[config.mk]
export PLATFORM = sky130hd
export DESIGN_NAME = input_skew_feeder
export DESIGN_NICKNAME = d
export VERILOG_FILES = /design/src/rtl/input_skew_feeder.sv
export SDC_FILE = /design/constraint.sdc
export NUM_CORES = 2
export LEC_CHECK = 0
export ABC_CLOCK_PERIOD_IN_PS = 2600
export BUFFER_PORTS_ARGS = -buffer_cell sky130_fd_sc_hd__buf_2
export CELL_PAD_IN_SITES_DETAIL_PLACEMENT = 0
export CELL_PAD_IN_SITES_GLOBAL_PLACEMENT = 1
export CORE_UTILIZATION = 47
export CTS_CLUSTER_SIZE = 10
export DETAILED_ROUTE_END_ITERATION = 6
export PLACE_DENSITY_LB_ADDON = 0.1
export SYNTH_ARGS = -nofsm -noshare
export SYNTH_HDL_FRONTEND = slang
export SYNTH_MEMORY_MAX_BITS = 65536
export SYNTH_SLANG_ARGS = --single-unit
[constraint.sdc]
create_clock -name CLK -period 2.6 [get_ports CLK]
set_input_delay 0 -clock CLK [delete_from_list [all_inputs] [get_ports CLK]]
set_output_delay 0 -clock CLK [all_outputs]
set_load 0.05 [all_outputs]
[src/rtl/input_skew_feeder.sv]
// Read-side sequencer: streams consecutive rows out of input_buffer and skews
// them diagonally (lane i delayed i+1 cycles) onto the systolic array's west edge.
module input_skew_feeder #(
  parameter int LANES = 16,
  parameter int DW    = 32,
  parameter int AW    = 5
) (
  input  logic                CLK,
  input  logic                RESET,
  input  logic                start,
  input  logic [AW-1:0]       base_addr,
  input  logic [AW:0]         num_rows,
  output logic                busy,
  output logic                done,
  output logic                buf_cen,
  output logic                buf_wen,
  output logic                buf_retn,
  output logic [AW-1:0]       buf_a,
  input  logic [LANES*DW-1:0] buf_q,
  output logic [LANES*DW-1:0] a_out,
  output logic [LANES-1:0]    a_valid
);

  typedef enum logic [1:0] {
    S_IDLE  = 2'd0,
    S_READ  = 2'd1,
    S_DRAIN = 2'd2
  } state_t;

  localparam logic [AW:0] MAX_ROWS   = {1'b1, {AW{1'b0}}};
  localparam logic [AW:0] DRAIN_LAST = (AW+1)'(LANES - 1);

  state_t        state, state_nx;
  logic [AW:0]   cnt, cnt_nx;
  logic [AW:0]   n_rows, n_rows_nx;
  logic [AW-1:0] addr_nx;
  logic          cen_nx;
  logic          busy_nx;
  logic          done_nx;
  logic          rd_vld;

  assign buf_wen  = 1'b1;
  assign buf_retn = 1'b1;

  // cnt counts reads issued in READ, then LANES flush cycles in DRAIN.
  always_ff @(posedge CLK) begin
    if (!RESET) begin
      state   <= S_IDLE;
      cnt     <= '0;
      n_rows  <= '0;
      buf_a   <= '0;
      buf_cen <= 1'b1;
      busy    <= 1'b0;
      done    <= 1'b0;
      rd_vld  <= 1'b0;
    end else begin
      state   <= state_nx;
      cnt     <= cnt_nx;
      n_rows  <= n_rows_nx;
      buf_a   <= addr_nx;
      buf_cen <= cen_nx;
      busy    <= busy_nx;
      done    <= done_nx;
      // Buffer output is registered, so a read issued this cycle lands next cycle.
      rd_vld  <= ~buf_cen;
    end
  end

  always_comb begin
    // NOTE: every output of this block gets a default first; a path that skips an assignment would otherwise infer a latch.
    state_nx  = state;
    cnt_nx    = cnt;
    n_rows_nx = n_rows;
    addr_nx   = buf_a;
    cen_nx    = 1'b1;
    done_nx   = 1'b0;
    unique case (state)
      S_IDLE: begin
        if (start && (num_rows != '0)) begin
          state_nx  = S_READ;
          n_rows_nx = (num_rows > MAX_ROWS) ? MAX_ROWS : num_rows;
          addr_nx   = base_addr;
          cen_nx    = 1'b0;
          cnt_nx    = (AW+1)'(1);
        end
      end
      S_READ: begin
        if (cnt == n_rows) begin
          state_nx = S_DRAIN;
          cnt_nx   = '0;
        end else begin
          cen_nx  = 1'b0;
          addr_nx = buf_a + AW'(1);
          cnt_nx  = cnt + (AW+1)'(1);
        end
      end
      S_DRAIN: begin
        if (cnt == DRAIN_LAST) begin
          state_nx = S_IDLE;
          cnt_nx   = '0;
          done_nx  = 1'b1;
        end else begin
          cnt_nx = cnt + (AW+1)'(1);
        end
      end
      default: state_nx = S_IDLE;
    endcase
    busy_nx = (state_nx != S_IDLE);
  end

  for (genvar i = 0; i < LANES; i++) begin : g_lane
    logic [DW-1:0] d [0:i];
    logic [i:0]    v;

    // Invalid slots carry zero data, so a_out lanes read 0 whenever a_valid is low.
    always_ff @(posedge CLK) begin
      if (!RESET) begin
        // NOTE: skew stages are reset so a transfer killed by RESET leaves no stale lanes behind.
        for (int j = 0; j <= i; j++) d[j] <= '0;
        v <= '0;
      end else begin
        d[0] <= rd_vld ? buf_q[i*DW +: DW] : '0;
        v[0] <= rd_vld;
        for (int j = 1; j <= i; j++) begin
          d[j] <= d[j-1];
          v[j] <= v[j-1];
        end
      end
    end

    assign a_out[i*DW +: DW] = d[i];
    assign a_valid[i]        = v[i];
  end

endmodule

==> flow_summary.ini <==
[timing]
fin_setup_tns_ps = 0
post-route-period-util_pct = 93.7
max-slew-margin-rel_pct = 35.2
fin_crit_ps = 2440
final.hold.worst_slack_ps = 179
final.setup_skew_ps = 89.9
finalMaxSlewViolations = 0
final_critical_path_setup_slack_ps = 163
timing_hold_violations_final = 0
fmax_mhz = 410
finalSetupViolCount = 0
tightestPinTransition_ps = 971
rsz0062_at_grt = no

[clock_network]
ctsLongestPathBuffers = 4
cts.sinks = 4391
clock_latency_ps = 960
cts_tree = built
total_clock_buffers_created_by_cts = 492
post-cts-setup-buffer-count = 0
clock_tree.root_cell = sky130_fd_sc_hd__clkbuf_16
level_count_of_the_clock_h_tree = 5
worst_setup_hold_path_clk_slew_ps = 60

[global_routing]
number_of_global_route_vias_before_repair = 65200
grt-ovfl-total = 0
grt_antenna_before_repair = 70
grt_pass1_wl_mm = 354
grt_max_degree = 220
track_usage_pct = 17.3

[logic_synthesis]
synth.largest_area_cell = sky130_fd_sc_hd__dfxtp_1
syn_avg_cell_area_um2 = 12.4
synthesis.yosys.warnings = 0
post_synth_main_area_contributors = sky130_fd_sc_hd__dfxtp_1 (73%), sky130_fd_sc_hd__and2_1 (20%), sky130_fd_sc_hd__and3_1 (2.7%)
post_synth_inst_count = 9744
synth_edf_count = 0
netlist.area_leader.share_pct = 72.9
ys_ff_latch = 4391
ys_async_sr_fraction_pct = 0
ys.flop_type = sky130_fd_sc_hd__dfxtp_1
yosysUniqueCellTypes = 49
synth.cell_area_um2 = 121000
yosysSeqAreaShare_pct = 72.9

[power]
clockPowerShare_pct = 44.3
power.net_switching_mw = 25.5
power.static_leakage_nw = 67.9
power_per_cell_area_nw_per_um2 = 848
sequentialPowerShare_pct = 52.7
netSwitchingFraction_pct = 19.8
power.combinational.fraction_pct = 3.0
vdd.ir_drop.worst_mv = 0.686
internal_power_mw = 103

[floorplan]
start_util_pct = 47.4
floorplan.io_pins = 1064
chipHeight_um = 508
fp.dieW_um = 508
die_area_um2 = 258000
coreArea_um2 = 254000
placementRows = 185

[critical_path]
crit_path_end_kind = flip-flop
timing_worst_setup_path_type = reg2reg
timing.critical_path.required_ps = 3460
start_kind = flip-flop
critical_path.max_fanout = 10
cp.arrival_ps = 3300

[detailed_routing]
routed_wire_length_per_instance_um = 15.0
routed-via-count = 64700
wirelength_mm = 227
drt.antenna.violating_nets = 0
drt_drc_violations_left = 0
drt-vias-per-instance = 4.26
drt_first_pass_iters = 4
initial_detailed_routing_violation_count = 2843

[placed_design]
hpwl_mm = 141
placed_area_um2 = 127000
routabilityCongestion = 0.849
post_place_worst_slack_ps = 592
port_buffers = 1061

[cells_and_area]
final_net_count = 12300
drive_gt1_share_pct = 14.1
final_cell_area_um2 = 152000
area_growth_syn_to_layout_pct = 26.1

[min_path]
worst_hold_path_type = in2reg

[run_status]
outcome = complete, no violations

[job]
max_cap_viol_count = 0
## sequential cells by signal, summed over array words and instances, names as in the netlist
signal / flops
g_lane.d: 4352
g_lane.v: 16
cnt: 6
n_rows: 6
buf_a: 5
state: 2
buf_cen: 1
busy: 1
done: 1
rd_vld: 1
## Yosys cell counts (4+ instances only)
master / instances
sky130_fd_sc_hd__and3_1: 515
sky130_fd_sc_hd__o21ai_1: 4
sky130_fd_sc_hd__nand3_1: 4
sky130_fd_sc_hd__o221ai_1: 4
sky130_fd_sc_hd__nor2_1: 12
sky130_fd_sc_hd__ha_1: 6
sky130_fd_sc_hd__nand2_1: 13
sky130_fd_sc_hd__buf_4: 323
sky130_fd_sc_hd__and2_1: 3856
sky130_fd_sc_hd__dfxtp_1: 4391
sky130_fd_sc_hd__clkbuf_1: 544
sky130_fd_sc_hd__xor2_1: 8
sky130_fd_sc_hd__a21oi_1: 13
## routing by layer
metal  wire length (µm)  GRT usage (%)  share of wire, %
met1              92500           19.5                41
met5                110              0             0.048
met2             109000           29.4                48
met4              11700           9.26               5.2
met3              13800           5.07               6.1
## power groups by stage
stage          registers, mW  logic [mW]  clock network (mW)
3_3_place_gp            69.3        2.39                   0
3_5_place_dp            69.3        2.41                   0
6_report                67.9        3.82                57.1
2_1_floorplan           69.4        1.28                   0
5_1_grt                 67.9        4.18                61.7
4_1_cts                 67.9        3.84                58.9
## cell usage in the layout, fill, tap and decap left out, types with 4 or more instances in the layout
master / netlist / layout
sky130_fd_sc_hd__dfxtp_1: 4391 / 4390
sky130_fd_sc_hd__and2_1: 3856 / 3856
sky130_fd_sc_hd__dlygate4sd3_1: 0 / 1245
sky130_fd_sc_hd__buf_2: 1 / 1060
sky130_fd_sc_hd__and3_1: 515 / 515
sky130_fd_sc_hd__clkbuf_16: 0 / 496
sky130_fd_sc_hd__buf_12: 0 / 42
sky130_fd_sc_hd__buf_4: 323 / 37
sky130_fd_sc_hd__diode_2: 0 / 26
sky130_fd_sc_hd__clkbuf_1: 544 / 14
sky130_fd_sc_hd__nand2_1: 13 / 13
sky130_fd_sc_hd__nor2_1: 12 / 12
sky130_fd_sc_hd__a21oi_1: 13 / 12
sky130_fd_sc_hd__xor2_1: 8 / 8
sky130_fd_sc_hd__ha_1: 6 / 5
sky130_fd_sc_hd__nand3_1: 4 / 4
sky130_fd_sc_hd__o221ai_1: 4 / 4
sky130_fd_sc_hd__o21ai_1: 4 / 4
sky130_fd_sc_hd__clkinv_16: 0 / 4
## worst max-delay path, cell delays in order (launching register included)
cell and delay [ps]:
sky130_fd_sc_hd__dfxtp_1 330, sky130_fd_sc_hd__inv_1 100, sky130_fd_sc_hd__ha_2 240, sky130_fd_sc_hd__nand2_2 100
sky130_fd_sc_hd__a21o_2 250, sky130_fd_sc_hd__a32o_2 310, sky130_fd_sc_hd__or3_1 370, sky130_fd_sc_hd__a21oi_1 140
sky130_fd_sc_hd__dlygate4sd3_1 550
## through the flow
step	total power [mW]	utilization (%)	std cells
2_1_floorplan	70.7	-	9745
3_3_place_gp	71.7	49.8	13400
3_5_place_dp	71.7	49.8	13400
4_1_cts	131	59.7	15100
5_1_grt	134	59.7	15200
6_report	129	59.7	15200
## final timing paths
path	start	end	slack, ps	depth (start not counted)
max	state[1]	buf_a[0]	160	8
min	RESET	g_lane[11].d[2][96]	180	3
max reg2reg	state[1]	buf_a[0]	160	8
min reg2reg	g_lane[9].d[6][18]	g_lane[9].d[7][18]	360	1
## what timing repair did
item                                    4_1_cts  5_1_grt
endpoints found under the hold margin      2691        1
gates resized for setup                       0        3
hold buffers                               1244        1
endpoints found under the setup margin        0        4
## logic make-up (layout without fill, tap and decap cells)
family,Yosys count,count (layout),synth area share (%)
other cells,1,28,0.00311
flops,4391,4391,72.9
xor+xnor,9,9,0.0654
buf+inv,875,2914,3.75
fa+ha+maj,6,6,0.0623
simple gates,4423,4423,22.9
compound gates,37,37,0.215
mux,2,2,0.0177
## area by class of cell
cell class                      count  area (µm²)
Clock buffer                      511       12500
Inverter                            4        20.0
Sequential cell                  4391       87900
Timing Repair Buffer             2384       18900
Antenna cell                       26        65.1
Clock inverter                     15         298
Tap cell                         3366        4210
Fill cell                       20700      102000
Multi-Input combinational cell   4479       28100
No activity file was read; power rests on OpenSTA's default activity.
